--- src/rtl/jtim_pkg.sv ---
// Shared definitions for the jtim dual-channel interval timer:
// register map, CTRL bit positions and per-channel register state.
package jtim_pkg;

  localparam logic [3:0] A_CH0_LO   = 4'h0;
  localparam logic [3:0] A_CH0_HI   = 4'h1;
  localparam logic [3:0] A_CH1_LO   = 4'h4;
  localparam logic [3:0] A_CH1_HI   = 4'h5;
  localparam logic [3:0] A_CTRL     = 4'h8;
  localparam logic [3:0] A_STATUS   = 4'h9;
  localparam logic [3:0] A_IRQEN    = 4'hA;
  localparam logic [3:0] A_PRESCALE = 4'hB;

  localparam int unsigned CTRL_CH0_EN   = 0;
  localparam int unsigned CTRL_CH0_CONT = 1;
  localparam int unsigned CTRL_CH1_EN   = 2;
  localparam int unsigned CTRL_CH1_CONT = 3;

  typedef struct packed {
    logic [15:0] count;
    logic [15:0] reload;
    logic [7:0]  snapshot;
  } chan_state_t;

endpackage

--- src/rtl/jtim_channel.sv ---
// One 16-bit timer channel: count/reload/snapshot registers, decrement on
// prescaler tick, underflow detection with continuous or one-shot behaviour.
module jtim_channel
  import jtim_pkg::*;
(
  input  logic        clk_i,
  input  logic        rst_i,
  input  logic        tick_i,
  input  logic        en_i,
  input  logic        cont_i,
  input  logic        wr_lo_i,
  input  logic        wr_hi_i,
  input  logic        rd_lo_i,
  input  logic [7:0]  data_i,
  output logic [15:0] count_o,
  output logic [7:0]  snapshot_o,
  output logic        underflow_o,
  output logic        oneshot_clr_o
);

  chan_state_t st_q, st_d;
  logic        underflow;

  // A reload-high write on the underflow edge overrides the underflow entirely.
  assign underflow = tick_i & en_i & (st_q.count == '0) & ~wr_hi_i;

  always_comb begin
    st_d = st_q;
    if (wr_lo_i) st_d.reload[7:0] = data_i;
    if (wr_hi_i) begin
      st_d.reload[15:8] = data_i;
      st_d.count        = {data_i, st_q.reload[7:0]};
    end else if (tick_i && en_i) begin
      if (st_q.count != '0) st_d.count = st_q.count - 16'd1;
      else if (cont_i)      st_d.count = st_q.reload;
    end
    if (rd_lo_i) st_d.snapshot = st_q.count[15:8];
  end

  always_ff @(negedge clk_i or posedge rst_i) begin
    if (rst_i) st_q <= '0;
    else       st_q <= st_d;
  end

  assign count_o       = st_q.count;
  assign snapshot_o    = st_q.snapshot;
  assign underflow_o   = underflow;
  assign oneshot_clr_o = underflow & ~cont_i;

endmodule

--- src/rtl/jtim.sv ---
// jtim top: bus decode, CTRL/STATUS/IRQEN/PRESCALE registers, shared
// prescaler, read mux and the two timer channels. State changes on PHI2 fall.
module jtim
  import jtim_pkg::*;
#(
  parameter logic [7:0] RESET_PRESCALE = 8'h00
) (
  input  logic       PHI2,
  input  logic       RESET,
  input  logic       nCS,
  input  logic       nRD,
  input  logic       nWR,
  input  logic [3:0] A,
  input  logic [7:0] D_IN,
  output logic [7:0] D_OUT,
  output logic       D_OE,
  output logic       nIRQ
);

  logic       rd, wr, tick;
  logic [3:0] ctrl_q, ctrl_d;
  logic [1:0] status_q, status_d, irqen_q, irqen_d, uf, clr;
  logic [7:0] prescale_q, prescale_d, pcnt_q, pcnt_d, rdata;
  logic [15:0] cnt0, cnt1;
  logic [7:0]  snap0, snap1;

  assign rd   = ~nCS & ~nRD;
  assign wr   = ~nCS & ~nWR;
  assign tick = (pcnt_q == '0);

  jtim_channel u_ch0 (
    .clk_i(PHI2), .rst_i(RESET), .tick_i(tick),
    .en_i(ctrl_q[CTRL_CH0_EN]), .cont_i(ctrl_q[CTRL_CH0_CONT]),
    .wr_lo_i(wr && (A == A_CH0_LO)), .wr_hi_i(wr && (A == A_CH0_HI)),
    .rd_lo_i(rd && (A == A_CH0_LO)), .data_i(D_IN),
    .count_o(cnt0), .snapshot_o(snap0), .underflow_o(uf[0]), .oneshot_clr_o(clr[0])
  );

  jtim_channel u_ch1 (
    .clk_i(PHI2), .rst_i(RESET), .tick_i(tick),
    .en_i(ctrl_q[CTRL_CH1_EN]), .cont_i(ctrl_q[CTRL_CH1_CONT]),
    .wr_lo_i(wr && (A == A_CH1_LO)), .wr_hi_i(wr && (A == A_CH1_HI)),
    .rd_lo_i(rd && (A == A_CH1_LO)), .data_i(D_IN),
    .count_o(cnt1), .snapshot_o(snap1), .underflow_o(uf[1]), .oneshot_clr_o(clr[1])
  );

  always_comb begin
    ctrl_d = ctrl_q;
    if (wr && (A == A_CTRL)) begin
      ctrl_d = D_IN[3:0];
    end else begin
      if (clr[0]) ctrl_d[CTRL_CH0_EN] = 1'b0;
      if (clr[1]) ctrl_d[CTRL_CH1_EN] = 1'b0;
    end
    // W1C is applied before OR-ing in new underflows so a set wins.
    status_d = status_q;
    if (wr && (A == A_STATUS)) status_d = status_q & ~D_IN[1:0];
    status_d = status_d | uf;
    irqen_d = irqen_q;
    if (wr && (A == A_IRQEN)) irqen_d = D_IN[1:0];
    prescale_d = prescale_q;
    if (wr && (A == A_PRESCALE)) begin
      prescale_d = D_IN;
      pcnt_d     = D_IN;
    end else if (tick) begin
      pcnt_d = prescale_q;
    end else begin
      pcnt_d = pcnt_q - 8'd1;
    end
  end

  always_ff @(negedge PHI2 or posedge RESET) begin
    if (RESET) begin
      ctrl_q     <= '0;
      status_q   <= '0;
      irqen_q    <= '0;
      prescale_q <= RESET_PRESCALE;
      pcnt_q     <= RESET_PRESCALE;
    end else begin
      ctrl_q     <= ctrl_d;
      status_q   <= status_d;
      irqen_q    <= irqen_d;
      prescale_q <= prescale_d;
      pcnt_q     <= pcnt_d;
    end
  end

  always_comb begin
    rdata = '0;
    case (A)
      A_CH0_LO:   rdata = cnt0[7:0];
      A_CH0_HI:   rdata = snap0;
      A_CH1_LO:   rdata = cnt1[7:0];
      A_CH1_HI:   rdata = snap1;
      A_CTRL:     rdata = {4'b0, ctrl_q};
      A_STATUS:   rdata = {6'b0, status_q};
      A_IRQEN:    rdata = {6'b0, irqen_q};
      A_PRESCALE: rdata = prescale_q;
      default:    rdata = '0;
    endcase
  end

  assign D_OE  = rd;
  assign D_OUT = rd ? rdata : '0;
  assign nIRQ  = ~|(status_q & irqen_q);

endmodule
--- config.mk ---
export PLATFORM = sky130hd
export DESIGN_NAME = jtim
export DESIGN_NICKNAME = d
export VERILOG_FILES = /design/src/rtl/jtim_pkg.sv /design/src/rtl/jtim_channel.sv /design/src/rtl/jtim.sv
export SDC_FILE = /design/constraint.sdc
export NUM_CORES = 1
export LEC_CHECK = 0
export ABC_CLOCK_PERIOD_IN_PS = 3100
export CAP_MARGIN = 20
export CORE_AREA = 4 4 176 93
export CTS_CLUSTER_DIAMETER = 200
export DETAILED_ROUTE_END_ITERATION = 10
export DIE_AREA = 0 0 180 97
export PLACE_DENSITY = 0.73
export SETUP_SLACK_MARGIN = 0.4
export SLEW_MARGIN = 5
export SYNTH_ARGS = -nofsm -noshare
export SYNTH_HDL_FRONTEND = slang
export SYNTH_HIERARCHICAL = 1
export SYNTH_SLANG_ARGS = --single-unit
--- constraint.sdc ---
create_clock -name PHI2 -period 3.1 [get_ports PHI2]
set_input_delay 0.62 -clock PHI2 [delete_from_list [all_inputs] [get_ports PHI2]]
set_output_delay 0.62 -clock PHI2 [all_outputs]
set_load 0.01 [all_outputs]
==> impl_metrics.toml, run 1 <==
[critical_path]
cp.arrival_ns = 3.22
critPathCaptureType = "primary output"
critical_path_required_ns = 2.48
r2r-start = "u_ch0/count_o[7]"
worstPathMaxFanout = 2
startpoint = "ctrl_q[1]"
crit_type = "reg2out"
startpoint_type = "flop"

[run]
cap_violations = 0

[clock_network]
clock-sinks = 104
cts_tree = "built"
cts-root-buf = "clkbuf_16"
path_clk_slew_ns = 0.05
clockBufferDepth = 2
numCtsBuffers = 9
clk_latency_ns = 0.35
cts_max_level = 3

[pwr]
ir_drop_mv = 0.405
power_density_nw_per_um2 = 516
p_leak_uw = 0.00424

[finish]
drive_gt1_share_pct = 48.1
regArea_sq_um = 2600
final_nets = 867
area_delta_synth_final_pct = 51.9
final_area_sq_um = 9720
stdcell_count = 1052
multi_input_area_sq_um = 4250
antenna_cells = 0
final_util_pct = 65.1
nFillCells = 1082
mostFrequentLayoutCell = "buf_4"
final_cell_mix = "buf_4 (109), dfrtn_1 (104), buf_6 (63)"

[outcome]
violations = "setup timing"
status = "finished, violations left"

[detailed_routing]
drcViolationCount = 0
firstDrtPassIters = 6
wl_per_cell_um = 25.3
finalWirelength_mm = 26.6
vias = 6675
drt-vias-per-instance = 6.35
antenna_left = 0
drtIter0Drc = 898

[global_route]
grt_overflow = 0
grt_pass1_wl_mm = 38.9
grt_pass1_vias = 6369
grt_max_degree = 41
antenna_found_initial = 0
track_usage_pct = 28.9

[yosys]
syn-instance-count = 686
ys_warn_count = 6
syn-cell-area_sq_um = 6390
syn_area_per_cell_sq_um = 9.32
syn-num-nets = 709

[die]
core-area_sq_um = 14900
fp.dieH_um = 97
die_area_sq_um = 17500
initial_core_util_pct = 42.8
die_w_um = 180
rows = 32
pin_count = 27

[sta]
rsz0062_at_grt = "true"
worst_slew_pin_slew_ns = 1.06
hold_viol = 0
postLayoutSetupSlackWorst_ns = -0.742
setup_tns_ns = -24.64
slew_violations = 0
relSlewSlack_pct = 28.8
fin_skew_ns = 0.00749
timing.hold.ws_ns = 0.463
finalSetupViolCount = 111

[placed_design]
dp_hpwl_mm = 17.4
gp_congestion = 1.06
io_buffers = 26
placed_area_sq_um = 7570
dp.cells = 967

[worst_hold_path]
hold_start = "u_ch1/st_q[16]"
hp-class = "reg2reg"
[layout make-up]
class | instances | share of cell area, %
tap | 204 | 2.63
sequential | 104 | 26.8
clock inverter | 5 | 1.07
multi-input combinational | 487 | 43.7
timing repair buffer | 214 | 22.0
clock buffer | 10 | 2.46
inverter | 28 | 1.36
[sequential cells by signal, summed over array words and instances (netlist names)]
register	cells
ctrl_q	4
u_ch1/count_o	16
u_ch1/st_q	16
u_ch1/snapshot_o	8
irqen_q	2
pcnt_q	8
status_q	2
u_ch0/count_o	16
prescale_q	8
u_ch0/snapshot_o	8
u_ch0/st_q	16
[worst max-delay path, cell delays in order, from the launching register on]
cell	delay, ns
dfrtn_1	0.46
a22oi_1	0.11
or3_1	0.35
a31oi_2	0.23
buf_2	0.17
[timing repair]
item / CTS / global route
hold endpoints to repair: 0 / 0
resized for setup: 286 / 78
buffers inserted: 41 / 21
gates cloned: 8 / 0
hold buffers: 0 / 0
pin swaps: 73 / 44
setup endpoints to repair: 114 / 113
[report_power, final]
part	internal, uW	leakage [uW]	switching [uW]
sequential	1640	0.00131	283
combinational	797	0.00276	966
clock	809	0.000169	520
total	3250	0.00424	1770
[stage by stage]
step                      setup WS [ns]  total power, uW
final                            -0.742             5020
after floorplan                  -0.795             2710
after global placement            -1.26             3150
after detailed placement          -1.26             3200
after CTS                        -0.707             4810
after global routing             -0.791             5180
[worst paths after layout]
path,to,slack (ns),cells after the start
min in group asynchronous,pcnt_q[3],2.21,3
setup / recovery,D_OUT[1],-0.74,4
setup reg to reg,u_ch0/count_o[0],-0.02,9
hold / removal,u_ch1/st_q[16],0.46,1
hold reg to reg,u_ch1/st_q[16],0.46,1
max in group asynchronous,u_ch0/snapshot_o[1],0.62,3
[routing by layer]
metal | vias up | part of all wire, % | global-route usage, %
li1 | 2820 | - | -
met1 | 3280 | 43 | 44.1
met2 | 510 | 38 | 35.4
met3 | 65 | 16 | 14.7
met4 | 0 | 2.1 | 6.67
met5 | - | 0 | 0
Power figures use the tool's default switching activity.
==> run 2: changes to the inputs <==
--- a/config.mk
+++ b/config.mk
@@ -5,14 +5,15 @@
 export SDC_FILE = /design/constraint.sdc
 export NUM_CORES = 1
 export LEC_CHECK = 0
-export ABC_CLOCK_PERIOD_IN_PS = 3100
+export ABC_CLOCK_PERIOD_IN_PS = 3500
 export CAP_MARGIN = 20
 export CORE_AREA = 4 4 176 93
 export CTS_CLUSTER_DIAMETER = 200
 export DETAILED_ROUTE_END_ITERATION = 10
 export DIE_AREA = 0 0 180 97
-export PLACE_DENSITY = 0.73
+export PLACE_DENSITY = 0.75
 export SETUP_SLACK_MARGIN = 0.4
+export SKIP_CTS_REPAIR_TIMING = 1
 export SLEW_MARGIN = 5
 export SYNTH_ARGS = -nofsm -noshare
 export SYNTH_HDL_FRONTEND = slang
==> constraint.sdc (replaced) <==
create_clock -name PHI2 -period 3.5 [get_ports PHI2]
set_input_delay 0.7 -clock PHI2 [delete_from_list [all_inputs] [get_ports PHI2]]
set_output_delay 0.7 -clock PHI2 [all_outputs]
set_load 0.01 [all_outputs]
==> impl_metrics.toml, run 2 (synthesized netlist as in run 1, its figures left out) <==
[detailed_routing]
drt-vias-per-instance = 6.57
drcViolationCount = 0
antenna_left = 0
vias = 6738
finalWirelength_mm = 26.7
wl_per_cell_um = 26.0
firstDrtPassIters = 6
drtIter0Drc = 1218

[die]
die_w_um = 180
rows = 32
initial_core_util_pct = 42.8
die_area_sq_um = 17500
fp.dieH_um = 97
core-area_sq_um = 14900
pin_count = 27

[clock_network]
cts_tree = "built"
clock-sinks = 104
numCtsBuffers = 9
clk_latency_ns = 0.36
cts_max_level = 3
path_clk_slew_ns = 0.06
clockBufferDepth = 2
cts-root-buf = "clkbuf_16"

[pwr]
power_density_nw_per_um2 = 457
p_leak_uw = 0.00410
ir_drop_mv = 0.430

[placed_design]
io_buffers = 26
pre_cts_slack_ns = -1.12
dp_hpwl_mm = 17.1
gp_congestion = 1.05
dp.cells = 952

[sta]
slew_violations = 0
hold_viol = 0
setup_tns_ns = -16.97
finalSetupViolCount = 98
rsz0062_at_grt = "true"
fin_skew_ns = 0.00824
postLayoutSetupSlackWorst_ns = -0.684
worst_slew_pin_slew_ns = 1.17
timing.hold.ws_ns = 0.465
relSlewSlack_pct = 21.0

[finish]
mostFrequentLayoutCell = "dfrtn_1"
stdcell_count = 1026
drive_gt1_share_pct = 46.6
final_cell_mix = "dfrtn_1 (104), buf_4 (93), buf_6 (52)"
antenna_cells = 0
final_nets = 841
area_delta_synth_final_pct = 47.0
nFillCells = 1074

[critical_path]
worstPathMaxFanout = 3
reg2reg_to = "u_ch0/count_o[10]"
r2r-start = "pcnt_q[0]"
critical_path_required_ns = 2.80
crit_type = "reg2out"
regToRegSetupSlack_ns = 0.44
cp.arrival_ns = 3.48
critPathCaptureType = "primary output"
ff2ff_path_depth = 10
startpoint_type = "flop"

[global_route]
grt_pass1_vias = 5445
grt_max_degree = 41
grt_pass1_wl_mm = 33.4
grt_overflow = 0
antenna_found_initial = 0
track_usage_pct = 24.9

[worst_hold_path]
hold_start = "u_ch1/st_q[20]"
min_path_cells = 2
hp-class = "reg2reg"
min_to = "u_ch1/st_q[20]"

[run]
cap_violations = 0

[outcome]
violations = "setup timing"
status = "finished, violations left"
## run 2: cell types whose count changed in the layout (fill, tap and decap cells not counted), moves of 4 or more
cell and delta:
o21ai_2 -7, buf_6 -11, nand2_1 -4, buf_4 -16
nand3_2 +7, clkbuf_16 +5, o21ai_1 +6, nand3_1 -7
## run 2: layout make-up
cell class	instances	area, sq um	share of cell area (%)
multi-input cells	486	4190	44.6
flip-flops and latches	104	2600	27.7
repair buffers	189	1930	20.5
well taps	204	255	2.71
clock buffers	10	239	2.54
inverters	28	133	1.41
clock inverters	5	57.6	0.612
## run 2: power by group
part           internal (uW)  switching (uW)
Clock                    570             474
Sequential              1450             271
Combinational            681             848
Total                   2700            1590
## run 2: worst max path at each step
stage | endpoint | slack, ns | cells after the start | from
after floorplan | u_ch1/count_o[8] | -0.67 | 9 | A[1]
after global placement | u_ch0/count_o[10] | -1.10 | 8 | A[2]
after detailed placement | u_ch0/count_o[10] | -1.12 | 8 | A[2]
after CTS | D_OUT[1] | -1.04 | 5 | irqen_q[1]
after global routing | D_OUT[1] | -0.69 | 5 | irqen_q[1]
final | D_OUT[1] | -0.68 | 5 | irqen_q[1]
## run 2: metal layers
metal / wire [um] / global-route usage [%]
met1: 11300 / 40.9
met2: 10100 / 27.5
met3: 4780 / 13.1
met4: 563 / 3.92
met5: 0 / 0
## run 2: stage by stage
stage	utilization (%)	cell area (sq um)	total power [uW]
after detailed placement	49.7	7430	2800
after CTS	51.7	7730	3840
after floorplan	-	6660	2400
final	63.0	9400	4300
after global routing	63.0	9400	4440
after global placement	49.7	7430	2770
## run 2: worst max-delay path, cell delays in order (launching register included)
cell,delay [ns]
dfrtn_1,0.43
and3_1,0.20
a21oi_2,0.06
o32a_1,0.34
a31oi_2,0.19
buf_2,0.15
